==> config.mk <==
export PLATFORM = sky130hd
export DESIGN_NAME = membus_arbiter_flat
export DESIGN_NICKNAME = d
export VERILOG_FILES = /design/src/rtl/membus_arbiter_pkg.sv /design/src/rtl/membus_arbiter_if.sv /design/src/rtl/membus_arbiter_rr_picker.sv /design/src/rtl/membus_arbiter.sv /design/src/flat_wrapper.sv
export SDC_FILE = /design/constraint.sdc
export NUM_CORES = 1
export LEC_CHECK = 0
export ABC_AREA = 1
export CAP_MARGIN = 20
export CORE_AREA = 8 8 108 110
export DETAILED_ROUTE_END_ITERATION = 12
export DIE_AREA = 0 0 116 118
export GPL_TIMING_DRIVEN = 0
export PLACE_DENSITY = 0.83
export SETUP_SLACK_MARGIN = 0.05
export SKIP_CTS_REPAIR_TIMING = 1
export SLEW_MARGIN = 5
export SYNTH_ARGS = -nofsm -noshare
export SYNTH_HDL_FRONTEND = slang
export SYNTH_SLANG_ARGS = --single-unit
==> constraint.sdc <==
create_clock -name clk -period 2.1 [get_ports clk]
set_clock_uncertainty 0.1 [all_clocks]
set_input_delay 0.42 -clock clk [delete_from_list [all_inputs] [get_ports clk]]
set_output_delay 0.42 -clock clk [all_outputs]
set_load 0.01 [all_outputs]
==> src/rtl/membus_arbiter_pkg.sv <==
// rtl/membus_arbiter_pkg.sv - shared widths and helpers for the memory bus arbiter
package membus_arbiter_pkg;

    localparam int DEF_ADDR_WIDTH = 18;
    localparam int DEF_DATA_WIDTH = 32;

    // Never returns less than 1 so single-entry indices still get a real bit.
    function automatic int clog2(input int value);
        int w;
        w = 1;
        for (int i = 1; i < 31; i++) begin
            if ((1 << i) < value) begin
                w = i + 1;
            end
        end
        return w;
    endfunction

endpackage

==> src/rtl/membus_arbiter_if.sv <==
// rtl/membus_arbiter_if.sv - master-side request bus and slave-side access bus
interface membus_arbiter_if
    import membus_arbiter_pkg::*;
#(
    parameter int NUM_MASTERS = 3,
    parameter int ADDR_WIDTH  = DEF_ADDR_WIDTH,
    parameter int DATA_WIDTH  = DEF_DATA_WIDTH
);
    logic [NUM_MASTERS-1:0]              m_strobe;
    logic [NUM_MASTERS-1:0]              m_write;
    logic [NUM_MASTERS*ADDR_WIDTH-1:0]   m_addr;
    logic [NUM_MASTERS*DATA_WIDTH-1:0]   m_wrdata;
    logic [NUM_MASTERS*DATA_WIDTH/8-1:0] m_bytesel;
    logic [NUM_MASTERS-1:0]              m_ack;
    logic [DATA_WIDTH-1:0]               m_rddata;
    logic                                s_strobe;
    logic                                s_write;
    logic [ADDR_WIDTH-1:0]               s_addr;
    logic [DATA_WIDTH-1:0]               s_wrdata;
    logic [DATA_WIDTH/8-1:0]             s_bytesel;
    logic [DATA_WIDTH-1:0]               s_rddata;
    logic [clog2(NUM_MASTERS)-1:0]       grant_idx;

    // The arbiter is the slave of the requesting masters.
    modport slave (
        input  m_strobe, m_write, m_addr, m_wrdata, m_bytesel, s_rddata,
        output m_ack, m_rddata, s_strobe, s_write, s_addr, s_wrdata, s_bytesel, grant_idx
    );

    modport master (
        output m_strobe, m_write, m_addr, m_wrdata, m_bytesel, s_rddata,
        input  m_ack, m_rddata, s_strobe, s_write, s_addr, s_wrdata, s_bytesel, grant_idx
    );

endinterface

==> src/rtl/membus_arbiter_rr_picker.sv <==
// rtl/membus_arbiter_rr_picker.sv - rotate-priority pick among non-host masters 1..N-1
module rr_picker
    import membus_arbiter_pkg::*;
#(
    parameter int NUM_MASTERS = 3,
    parameter int IDX_WIDTH   = clog2(NUM_MASTERS)
) (
    input  logic [NUM_MASTERS-1:1] i_req,
    input  logic [IDX_WIDTH-1:0]   i_ptr,
    output logic                   o_valid,
    output logic [IDX_WIDTH-1:0]   o_idx
);

    // Lowest requester overall is the wrap-around fallback; lowest at/after the pointer overrides it.
    always_comb begin
        o_valid = 1'b0;
        o_idx   = '0;
        for (int j = NUM_MASTERS - 1; j >= 1; j--) begin
            if (i_req[j]) begin
                o_valid = 1'b1;
                o_idx   = IDX_WIDTH'(j);
            end
        end
        for (int j = NUM_MASTERS - 1; j >= 1; j--) begin
            if (i_req[j] && (j >= int'(i_ptr))) begin
                o_idx = IDX_WIDTH'(j);
            end
        end
    end

endmodule

==> src/rtl/membus_arbiter.sv <==
// rtl/membus_arbiter.sv - N-master memory bus arbiter: host priority, RR/fixed, starvation override
module membus_arbiter
    import membus_arbiter_pkg::*;
#(
    parameter int NUM_MASTERS  = 3,
    parameter int ADDR_WIDTH   = DEF_ADDR_WIDTH,
    parameter int DATA_WIDTH   = DEF_DATA_WIDTH,
    parameter int RR_MODE      = 1,
    parameter int STARVE_LIMIT = 15
) (
    input  logic               clk,
    input  logic               rst_n,
    membus_arbiter_if.slave    bus
);

    localparam int IW = clog2(NUM_MASTERS);
    localparam int CW = clog2(STARVE_LIMIT + 1);
    localparam int BW = DATA_WIDTH / 8;

    logic [IW-1:0]          r_ptr;
    logic [IW-1:0]          r_grant_idx;
    logic [NUM_MASTERS-1:0] r_ack;
    logic [CW-1:0]          r_cnt [1:NUM_MASTERS-1];

    logic                   w_rr_valid;
    logic [IW-1:0]          w_rr_idx;
    logic                   w_fp_valid;
    logic [IW-1:0]          w_fp_idx;
    logic                   w_starve_any;
    logic [IW-1:0]          w_starve_idx;
    logic                   w_valid;
    logic [IW-1:0]          w_win;
    logic [NUM_MASTERS-1:0] w_grant;

    rr_picker #(
        .NUM_MASTERS (NUM_MASTERS),
        .IDX_WIDTH   (IW)
    ) u_rr_picker (
        .i_req   (bus.m_strobe[NUM_MASTERS-1:1]),
        .i_ptr   (r_ptr),
        .o_valid (w_rr_valid),
        .o_idx   (w_rr_idx)
    );

    always_comb begin
        w_fp_valid   = 1'b0;
        w_fp_idx     = '0;
        w_starve_any = 1'b0;
        w_starve_idx = '0;
        for (int j = NUM_MASTERS - 1; j >= 1; j--) begin
            if (bus.m_strobe[j]) begin
                w_fp_valid = 1'b1;
                w_fp_idx   = IW'(j);
            end
            if ((STARVE_LIMIT != 0) && bus.m_strobe[j] && (r_cnt[j] == CW'(STARVE_LIMIT))) begin
                w_starve_any = 1'b1;
                w_starve_idx = IW'(j);
            end
        end
    end

    // Starvation only lifts a master above the host; among non-hosts the normal policy still rules.
    always_comb begin
        w_valid = 1'b0;
        w_win   = '0;
        if (rst_n) begin
            if (bus.m_strobe[0]) begin
                w_valid = 1'b1;
                w_win   = w_starve_any ? w_starve_idx : '0;
            end else if (RR_MODE != 0) begin
                w_valid = w_rr_valid;
                w_win   = w_rr_idx;
            end else begin
                w_valid = w_fp_valid;
                w_win   = w_fp_idx;
            end
        end
    end

    always_comb begin
        w_grant       = '0;
        bus.s_strobe  = w_valid;
        bus.s_write   = 1'b0;
        bus.s_addr    = '0;
        bus.s_wrdata  = '0;
        bus.s_bytesel = '0;
        for (int j = 0; j < NUM_MASTERS; j++) begin
            if (w_valid && (w_win == IW'(j))) begin
                w_grant[j]    = 1'b1;
                bus.s_write   = bus.m_write[j];
                bus.s_addr    = bus.m_addr[j*ADDR_WIDTH +: ADDR_WIDTH];
                bus.s_wrdata  = bus.m_wrdata[j*DATA_WIDTH +: DATA_WIDTH];
                bus.s_bytesel = bus.m_bytesel[j*BW +: BW];
            end
        end
    end

    assign bus.m_ack     = r_ack;
    assign bus.m_rddata  = bus.s_rddata;
    assign bus.grant_idx = r_grant_idx;

    always_ff @(posedge clk) begin
        if (!rst_n) begin
            r_ack       <= '0;
            r_grant_idx <= '0;
            r_ptr       <= IW'(1);
            for (int j = 1; j < NUM_MASTERS; j++) begin
                r_cnt[j] <= '0;
            end
        end else begin
            r_ack <= w_grant;
            if (w_valid) begin
                r_grant_idx <= w_win;
            end
            if ((RR_MODE != 0) && w_valid && (w_win != '0)) begin
                r_ptr <= (w_win == IW'(NUM_MASTERS - 1)) ? IW'(1) : w_win + IW'(1);
            end
            for (int j = 1; j < NUM_MASTERS; j++) begin
                if (!bus.m_strobe[j] || w_grant[j]) begin
                    r_cnt[j] <= '0;
                end else if (r_cnt[j] != CW'(STARVE_LIMIT)) begin
                    r_cnt[j] <= r_cnt[j] + CW'(1);
                end
            end
        end
    end

endmodule
==> src/flat_wrapper.sv <==
// flat-port wrapper written by rule: the top's interface ports become plain ports
module membus_arbiter_flat import membus_arbiter_pkg::*;
#(
    parameter int NUM_MASTERS  = 3,
    parameter int ADDR_WIDTH   = DEF_ADDR_WIDTH,
    parameter int DATA_WIDTH   = DEF_DATA_WIDTH,
    parameter int RR_MODE      = 1,
    parameter int STARVE_LIMIT = 15
)
  (clk, rst_n, bus_m_strobe, bus_m_write, bus_m_addr, bus_m_wrdata, bus_m_bytesel, bus_s_rddata, bus_m_ack, bus_m_rddata, bus_s_strobe, bus_s_write, bus_s_addr, bus_s_wrdata, bus_s_bytesel, bus_grant_idx);
  membus_arbiter_if #(.NUM_MASTERS(NUM_MASTERS), .ADDR_WIDTH(ADDR_WIDTH), .DATA_WIDTH(DATA_WIDTH)) bus_i ();
  input  logic clk;
  input  logic rst_n;
  input wire logic [$bits(bus_i.m_strobe)-1:0] bus_m_strobe;
  input wire logic [$bits(bus_i.m_write)-1:0] bus_m_write;
  input wire logic [$bits(bus_i.m_addr)-1:0] bus_m_addr;
  input wire logic [$bits(bus_i.m_wrdata)-1:0] bus_m_wrdata;
  input wire logic [$bits(bus_i.m_bytesel)-1:0] bus_m_bytesel;
  input wire logic [$bits(bus_i.s_rddata)-1:0] bus_s_rddata;
  output wire logic [$bits(bus_i.m_ack)-1:0] bus_m_ack;
  output wire logic [$bits(bus_i.m_rddata)-1:0] bus_m_rddata;
  output wire logic [$bits(bus_i.s_strobe)-1:0] bus_s_strobe;
  output wire logic [$bits(bus_i.s_write)-1:0] bus_s_write;
  output wire logic [$bits(bus_i.s_addr)-1:0] bus_s_addr;
  output wire logic [$bits(bus_i.s_wrdata)-1:0] bus_s_wrdata;
  output wire logic [$bits(bus_i.s_bytesel)-1:0] bus_s_bytesel;
  output wire logic [$bits(bus_i.grant_idx)-1:0] bus_grant_idx;
  assign bus_i.m_strobe = bus_m_strobe;
  assign bus_i.m_write = bus_m_write;
  assign bus_i.m_addr = bus_m_addr;
  assign bus_i.m_wrdata = bus_m_wrdata;
  assign bus_i.m_bytesel = bus_m_bytesel;
  assign bus_i.s_rddata = bus_s_rddata;
  assign bus_m_ack = bus_i.m_ack;
  assign bus_m_rddata = bus_i.m_rddata;
  assign bus_s_strobe = bus_i.s_strobe;
  assign bus_s_write = bus_i.s_write;
  assign bus_s_addr = bus_i.s_addr;
  assign bus_s_wrdata = bus_i.s_wrdata;
  assign bus_s_bytesel = bus_i.s_bytesel;
  assign bus_grant_idx = bus_i.grant_idx;
  membus_arbiter #(.NUM_MASTERS(NUM_MASTERS), .ADDR_WIDTH(ADDR_WIDTH), .DATA_WIDTH(DATA_WIDTH), .RR_MODE(RR_MODE), .STARVE_LIMIT(STARVE_LIMIT)) u_core (.clk(clk), .rst_n(rst_n), .bus(bus_i));
endmodule
==> results.md, run 1 <==
* Post-route DRC at 0
* Most numerous cell in the Yosys netlist: nand3_1
* Row count at 37
* Worst-Margin Slew at 0.307 ns
* RSZ-0062 raised after global routing: true
* Most used DFF post-synth: edfxtp_1
* Mean Syn Cell Area at 6.11 µm²
* First-pass GRT wire length at 19.7 mm
* Power Density at 306 nW/µm²
* Die Span Y at 118 µm
* Top cells by count, synth: nand3_1 (116), nand2_1 (98), buf_4 (35)
* Max Fanout on Critical Path at 10
* Placed insts at 748
* Cell Chain, Critical Path: ha_2, nand2_2, nor2_4, nand3_4, nand2_8, nor2_4, buf_4, buf_8, nand3_1, nand3_2, buf_6
* DRT antenna net count at 0
* Relative slew slack at 0.795
* Worst path required time at 1.58 ns
* WS Path Type: flip-flop to primary output
* Initial DRC count at 272
* Max-cap check violation count at 0
* DR WL met3 at 1.77 mm
* # port buffers at 261
* Top cell type's share of synthesized area at 0.271
* Hold_ws at 0.365 ns
* Met1 Wirelength at 5.48 mm
* N_diodes at 0
* CTS Buf Count at 3
* Status: finished, violations left
* Tmin final at 2.54 ns
* Initial Util at 0.215
* Number of synthesized register bits at 15
* Area delta synth->final at 175%
* Pre-CTS WS at -1.22 ns
* Met2 wire len at 7.96 mm
* Skew-Pair Late Insertion Delay at 0.25 ns
* Vias per cell at 4.69
* H-tree Lvls at 1
* Share of cells above drive strength 1 at 0.398
* Number of global-route vias before repair at 3791
* Clk slew on worst S/H paths at 0.06 ns
* Clock tree root driver cell: clkbuf_8
* Final Cycle Share at 1.21
* Clock buffer depth at 2
* Max-slew violation count at 0
* Die Wd at 116 µm
* Grt ovf at 0
* Die area at 13700 µm²
* Worst endpoint data arrival time at 2.02 ns
* Failing checks: setup timing
* CP most frequent cell: nor2_4
* Non-Filler Instances at 776
* PnR worst setup slack at -0.440 ns
* Hold Vio Cnt, Final at 0
* Synth warn at 0
* Core Region at 10000 µm²
* Mean routed wirelength per cell at 20.1 µm
* Pin count of the biggest net entering global routing at 11
* Worst vdd ir at 0.000210 V
* Synth async-reset ratio at 0
* GPL Wtd Cong at 0.931
* Post-synth EDFFs at 8
* Drt first pass iters at 5
* CP max-delay cell: edfxtp_1
* Clk sinks at 15
* I/O Pins at 295
* Fill count at 857
* Post-synth cell types at 28
* Max incr delay on CP at 0.38 ns
* FMAX at 0.394 GHz
* Overall Global Routing Usage at 0.181
* CTS tree: yes
* Worst min path class: input pin to flip-flop
* Top cells by area, synth: nand3_1 (27%), nand2_1 (17%), buf_4 (12%)
* Top sig layer: met4
* Synth area leader: nand3_1
* Post-Route WL at 15.6 mm
* Mapped Area at 2150 µm²
* Nets@finish at 845
* Power, Total at 1800 µW
* Antenna violations before repair at 0
* Syn_nets at 555
* Via count at 3642
* Leak at 0.00276 µW
* CP Launch Type: flip-flop
* Post-synthesis cell count at 351
* CP Capture Type: primary output
* Sequential area share after synthesis at 0.177
* DP HPWL at 11.5 mm
* Final-report setup violation count at 56
-- routing by layer --
layer | track usage | vias to the layer above
met3 | 0.0554 | 33
met4 | 0.0519 | 0
met2 | 0.343 | 244
li1 | - | 1711
met5 | 0 | -
met1 | 0.181 | 1654
-- per-stage QoR --
step                utilization  instance area, µm²  TNS [ns]
finish                    0.589                5890    -21.36
global route              0.589                5890    -25.87
CTS                       0.497                4970    -64.19
detailed placement        0.493                4930    -66.26
global placement          0.493                4930    -62.96
floorplan                     -                2150         0
-- worst paths after layout --
check,from,endpoint,slack (ns),cells after the start
max,u_core.r_cnt[1][0]$_SDFFCE_PN0P_,bus_s_addr[1],-0.44,11
min,rst_n,u_core.r_ptr[0]$_SDFFE_PN1P_,0.37,2
min reg2reg,u_core.bus.grant_idx[1]$_SDFFE_PN0P_,u_core.bus.grant_idx[1]$_SDFFE_PN0P_,0.37,2
max reg2reg,u_core.r_cnt[1][0]$_SDFFCE_PN0P_,u_core.r_cnt[2][1]$_SDFFCE_PN0P_,0.09,9
-- where the power goes --
part           internal (µW)  switching, µW
clock                    135            106
combinational            741            496
sequential               319           6.84
total                   1190            609
-- logic make-up (layout without fill, tap and decap cells) --
| kind of cell | count (synthesis) | count (layout) | synth area share |
|---|---|---|---|
| DFF | 15 | 15 | 0.177 |
| buffers and inverters | 69 | 358 | 0.217 |
| AOI/OAI and AO/OA | 4 | 4 | 0.0122 |
| adders and majority gates | 2 | 2 | 0.0117 |
| and+or+nand+nor | 257 | 257 | 0.565 |
| xor gates and xnor gates | 4 | 4 | 0.0163 |
-- cell type report --
cell class / instances / area, µm² / area share
timing repair buffer: 285 / 2920 / 0.496
inverter: 13 / 63.8 / 0.0108
buffer: 56 / 566 / 0.0960
clock buffer: 4 / 45.0 / 0.00764
multi-input combinational: 267 / 1750 / 0.296
tap: 136 / 170 / 0.0289
sequential: 15 / 380 / 0.0646
-- placed cells by master (no fill, tap or decap), types with 2 or more instances in the layout --
cell,instances
edfxtp_1,8
nand2_4,12
nand3_1,71
buf_6,42
clkbuf_16,8
clkbuf_8,3
buf_4,47
nand2_2,45
nand4_1,2
nand3_4,3
xor2_1,2
clkbuf_2,8
dlymetal6s2s_1,3
buf_2,14
buf_8,8
nor2_4,3
dfxtp_1,7
nand2_8,2
clkdlybuf4s50_1,203
nand2_1,61
xnor2_1,2
nor2_1,10
inv_1,10
buf_12,8
nand3_2,44
-- state kept, by name, summed over array words and instances, names as in the netlist --
register and flops:
u_core.r_ptr 2, u_core.r_cnt 8, u_core.bus.grant_idx 2, u_core.bus.m_ack 3
-- worst max-delay path, delay by kind of cell, from the launching register on --
kind	cells	cell delay, ns
buf+inv	3	0.43
flops	1	0.38
fa+ha+maj	1	0.21
simple gates	7	0.73
(Power assumes the default switching activity.)
==> run 2: changes to the inputs <==
--- a/config.mk
+++ b/config.mk
@@ -8,6 +8,7 @@
 export ABC_AREA = 1
 export CAP_MARGIN = 20
 export CORE_AREA = 8 8 108 110
+export CTS_CLUSTER_DIAMETER = 120
 export DETAILED_ROUTE_END_ITERATION = 12
 export DIE_AREA = 0 0 116 118
 export GPL_TIMING_DRIVEN = 0
==> results of run 2 <==
No change in the layout: final DEF, timing and power equal those of run 1.
==> run 3: changes to the inputs <==
--- a/config.mk
+++ b/config.mk
@@ -6,7 +6,6 @@
 export NUM_CORES = 1
 export LEC_CHECK = 0
 export ABC_AREA = 1
-export CAP_MARGIN = 20
 export CORE_AREA = 8 8 108 110
 export CTS_CLUSTER_DIAMETER = 120
 export DETAILED_ROUTE_END_ITERATION = 12
==> results of run 3 <==
No change in the layout: final DEF, timing and power equal those of run 1.
==> RTL edit 1: new RTL, config.mk and constraints of run 2 <==
`NUM_MASTERS` is set to 3 in 4 places; all go to 2.
--- a/src/rtl/membus_arbiter_if.sv
+++ b/src/rtl/membus_arbiter_if.sv
@@ -3,5 +3,5 @@
     import membus_arbiter_pkg::*;
 #(
-    parameter int NUM_MASTERS = 3,
+    parameter int NUM_MASTERS = 2,
     parameter int ADDR_WIDTH  = DEF_ADDR_WIDTH,
     parameter int DATA_WIDTH  = DEF_DATA_WIDTH
--- a/src/rtl/membus_arbiter_rr_picker.sv
+++ b/src/rtl/membus_arbiter_rr_picker.sv
@@ -3,5 +3,5 @@
     import membus_arbiter_pkg::*;
 #(
-    parameter int NUM_MASTERS = 3,
+    parameter int NUM_MASTERS = 2,
     parameter int IDX_WIDTH   = clog2(NUM_MASTERS)
 ) (
--- a/src/rtl/membus_arbiter.sv
+++ b/src/rtl/membus_arbiter.sv
@@ -3,5 +3,5 @@
     import membus_arbiter_pkg::*;
 #(
-    parameter int NUM_MASTERS  = 3,
+    parameter int NUM_MASTERS  = 2,
     parameter int ADDR_WIDTH   = DEF_ADDR_WIDTH,
     parameter int DATA_WIDTH   = DEF_DATA_WIDTH,
--- a/src/flat_wrapper.sv
+++ b/src/flat_wrapper.sv
@@ -2,5 +2,5 @@
 module membus_arbiter_flat import membus_arbiter_pkg::*;
 #(
-    parameter int NUM_MASTERS  = 3,
+    parameter int NUM_MASTERS  = 2,
     parameter int ADDR_WIDTH   = DEF_ADDR_WIDTH,
     parameter int DATA_WIDTH   = DEF_DATA_WIDTH,
Ports: changed (7 resized); port bits go from 295 to 237. No check against the original RTL was run, so the function may have changed too.
==> RTL edit 1 against run 2 <==
- the flow still finishes with violations (negative setup slack)
- final area decreased by 30%
- worst setup slack improved by 0.30 ns
- via count decreased by 30%
- wire length decreased by 37%
- area after synthesis decreased by 26%
- power decreased by 36%
- sequential cell count decreased by 8
- critical path depth decreased by 2
- critical path type unchanged
==> RTL edit 1: results (changes against run 2) <==
metric,value,unit,change
cts.sinks,7,,was 15
rr_worst_depth,8,,was 9
post-place-ws,-0.741,ns,was -1.22 ns
violations,negative setup slack,,unchanged
port_buffers,204,,was 261
yosysUniqueCellTypes,19,,was 28
power_sequential,159,uW,was 326 uW
synth-seq-area-share,0.114,,was 0.177
power.leakage,0.00212,uW,was 0.00276 uW
p_sw_frac,0.329,,was 0.338
regToRegEndpoint,u_core.bus.grant_idx,,was u_core.r_cnt[2][1]
outcome,finished with violations,,unchanged
inv_count,4,,was 13
drive_gt1_frac,0.339,,was 0.398
drt-wirelength-per-cell,16.4,um,was 20.1 um
grt_usage,0.126,,was 0.181
multi_input_area_share,0.263,,was 0.296
whs_endpoint,u_core.bus.grant_idx,,was u_core.r_ptr[0]
finalSetupViolations,52,,was 56
buf_share,0.638,,was 0.592
synth_edf_count,4,,was 8
hp-start,u_core.bus.grant_idx,,was rst_n
place.gp.congestion,0.919,,was 0.931
clkTransAtPathRegs,0.04,ns,was 0.06 ns
r2r-start,u_core.r_cnt[1][1],,was u_core.r_cnt[1][0]
vdd_drop_max,0.147,mV,was 0.210 mV
fillerInstances,1031,,was 857
arrival,1.72,ns,was 2.02 ns
clk_latency,0.23,ns,was 0.25 ns
power.density,280,nW/um^2,was 306 nW/um^2
layout_setup_ws,-0.136,ns,was -0.440 ns
place_area,3800,sq um,was 4930 sq um
worst-path-max-fanout,8,,was 10
reg2reg_slack,0.52,ns,was 0.09 ns
largest_reg_flops,4,,was 8
drt_first_pass_iters,4,,was 5
min_path_type,register to register,,was primary input to register
tns,-3.50,ns,was -21.36 ns
## RTL edit 1: cell types whose count changed after synthesis, sizes merged, moves of 4 or more
cell    change
nand2      -61
inv         -9
nor2        -9
nand3       -5
dfxtp       -4
edfxtp      -4
## RTL edit 1: logic make-up after synthesis
kind of cell / share of synthesized area
adder cells (fa/ha/maj): 0.00791
buffers and inverters: 0.285
other: 0.00237
flip-flops: 0.114
AO/OA/AOI/OAI: 0.0103
AND/OR/NAND/NOR: 0.570
XOR/XNOR: 0.0111
## RTL edit 1: worst max-delay path by stage
| stage | startpoint | endpoint | slack (ns) | depth (start not counted) |
|---|---|---|---|---|
| 6_report | u_core.r_cnt[1][0] | bus_s_wrdata[20] | -0.14 | 9 |
| 5_1_grt | u_core.r_cnt[1][0] | bus_s_wrdata[9] | -0.20 | 9 |
| 4_1_cts | rst_n | bus_s_addr[11] | -0.75 | 8 |
| 3_5_place_dp | rst_n | bus_s_addr[11] | -0.74 | 8 |
| 3_3_place_gp | bus_m_strobe[0] | bus_s_addr[12] | -0.74 | 8 |
| 2_1_floorplan | u_core.r_cnt[1][0] | bus_s_wrdata[14] | 0.30 | 8 |
## RTL edit 1: through the flow
step                      cells  power, uW
final                       605       1160
after global placement      593        926
after floorplan             253        444
after detailed placement    593        940
after global routing        605       1230
after CTS                   597       1140
## RTL edit 1: worst max-delay path, delay by kind of cell, from the launching register on
family	cells	cell delay, ns
buf+inv	3	0.46
flops	1	0.44
simple gates	5	0.36
fa+ha+maj	1	0.21
## RTL edit 1: metal layers
| layer | up-vias | share of wire | GRT usage |
|---|---|---|---|
| met5 | - | 0 | 0 |
| met4 | 0 | 0.011 | 0.0333 |
| met3 | 8 | 0.11 | 0.0498 |
| met2 | 158 | 0.53 | 0.244 |
| met1 | 1145 | 0.35 | 0.116 |
| li1 | 1247 | - | - |
==> RTL edit 2: new RTL, flow settings as in run 2 <==
Made on the original files. Reset style: asynchronous (`rst_n`), changed in one clocked block.
--- a/src/rtl/membus_arbiter.sv
+++ b/src/rtl/membus_arbiter.sv
@@ -100,5 +100,5 @@
     assign bus.grant_idx = r_grant_idx;
 
-    always_ff @(posedge clk) begin
+    always_ff @(posedge clk or negedge rst_n) begin
         if (!rst_n) begin
             r_ack       <= '0;
Function: differs if rst_n is asserted again (counterexample within 4 cycles, from zero or initial values and one cycle with rst_n low); with rst_n held inactive, the same outputs for 10 cycles.
==> RTL edit 2 against run 2 <==
- the flow still finishes with violations (negative setup slack)
- register-to-register slack improved by 0.18 ns
- sequential power increased by 2%
- worst setup slack got worse by 0.011 ns
- die area unchanged
- power decreased by 1.2%
- wire length decreased by 0.42%
- first-iteration DRC count decreased by 37%
- area after synthesis increased by 0.12%
- sequential cell count unchanged
- final area decreased by 2.2%
- synthesized cell count increased by 1.4%
==> RTL edit 2: results (changes against run 2) <==
metric,value,unit,change
synth-seq-area-share,0.175,,was 0.177
drt-wirelength-per-cell,19.8,um,was 20.1 um
rr_worst_depth,9,,unchanged
syn-num-nets,560,,was 555
drive_gt1_frac,0.356,,was 0.398
met1_length,5520,um,was 5480 um
wl_met3,1440,um,was 1770 um
use_met1,0.192,,was 0.181
min_path_type,register to register,,was primary input to register
vias,3799,,was 3642
grt_usage,0.187,,was 0.181
post-place-ws,-1.74,ns,was -1.22 ns
drtIter0Drc,171,,was 272
finalSetupViolations,55,,was 56
reg2reg_slack,0.27,ns,was 0.09 ns
whs_endpoint,u_core.r_ptr[0],,unchanged
synth_flop_cell,dfrtp_1,,was edfxtp_1
worstSetupStartpoint,u_core.r_cnt[5],,was u_core.r_cnt[1][0]
synth-async-reset-ratio,1.00,,was 0
port_buffers,262,,was 261
tns,-21.43,ns,was -21.36 ns
drt_first_pass_iters,4,,was 5
grt_pass1_wl,20400,um,was 19700 um
vdd_drop_max,0.159,mV,was 0.210 mV
grt_use_met2,0.350,,was 0.343
relSlewSlack,0.578,,was 0.795
dp.cells,754,,was 748
regToRegEndpoint,u_core.r_cnt[5],,was u_core.r_cnt[2][1]
n_antenna_cell,0,,unchanged
yosys-top-cells-area,"nand2_1 (21%), nand4_1 (17%), dfrtp_1 (16%)",,"was nand3_1 (27%), nand2_1 (17%), buf_4 (12%)"
fillerInstances,907,,was 857
crit_end,bus_s_wrdata[9],,was bus_s_addr[1]
fin_cells,785,,was 776
violations,negative setup slack,,unchanged
outcome,finished with violations,,unchanged
crit_path_top_delay_cell,dfrtp_1,,was edfxtp_1
fin_nets,854,,was 845
layout_setup_ws,-0.451,ns,was -0.440 ns
dp_hpwl,11800,um,was 11500 um
hp-start,u_core.r_ptr[0],,was rst_n
antenna_found_initial,0,,unchanged
power.leakage,0.00273,uW,was 0.00276 uW
yosysUniqueCellTypes,23,,was 28
arrival,2.03,ns,
use_met3,0.0631,,was 0.0554
wl_met2,8190,um,was 7960 um
synth.top_cells.by_count,"nand2_1 (122), nand3_1 (61), nand4_1 (58), buf_4 (33), clkbuf_1 (15)",,"was nand3_1 (116), nand2_1 (98), buf_4 (35), nand2_2 (20)"
-- RTL edit 2: cell count changes after synthesis, sizes merged, moves of 2 or more --
cell,delta
buf,-5
nor2,-11
o21ai,+2
dfrtp,+14
nand4,+56
a21oi,+4
clkbuf,+11
dfxtp,-7
nand2,+3
edfxtp,-8
nand3,-54
-- RTL edit 2: metrics by stage --
stage	instance area [sq um]	total power (uW)	hold slack (ns)
floorplan	2150	688	0.0244
global placement	4940	1370	0.398
detailed placement	4940	1390	0.420
CTS	4990	1630	0.430
global route	5760	1870	0.460
finish	5760	1780	0.433
-- RTL edit 2: cells by family (layout without fill, tap and decap cells) --
| kind of cell | count (synthesis) | count (layout) | share of synthesized area |
|---|---|---|---|
| fa+ha+maj | 2 | 2 | 0.0116 |
| compound gates | 11 | 11 | 0.0309 |
| flops | 15 | 15 | 0.175 |
| simple gates | 249 | 249 | 0.549 |
| xor+xnor | 5 | 5 | 0.0204 |
| buf+inv | 74 | 367 | 0.213 |
-- RTL edit 2: power by group --
group | leakage, uW | internal, uW | switching (uW)
Combinational | 0.00251 | 721 | 490
Clock | 0.0000255 | 132 | 107
Sequential | 0.000195 | 314 | 19.1
Total | 0.00273 | 1170 | 616
-- RTL edit 2: worst register-to-register path, cell delays in order, from the launching register on --
cell and delay, ns:
dfrtp_1 0.44, ha_4 0.20, nand3_2 0.11, nand2_2 0.09, nand3_4 0.17, inv_4 0.07
buf_12 0.14, buf_12 0.13, nor2_1 0.17, o2bb2ai_1 0.15
-- RTL edit 2: layout make-up --
class,instances,area (sq um),share of cell area
buffer,62,509,0.0883
sequential,15,377,0.0653
inverter,12,60.1,0.0104
timing repair buffer,289,2910,0.504
tap,136,170,0.0295
clock buffer,3,41.3,0.00716
multi-input combinational,267,1700,0.294
clock inverter,1,5.00,0.000868
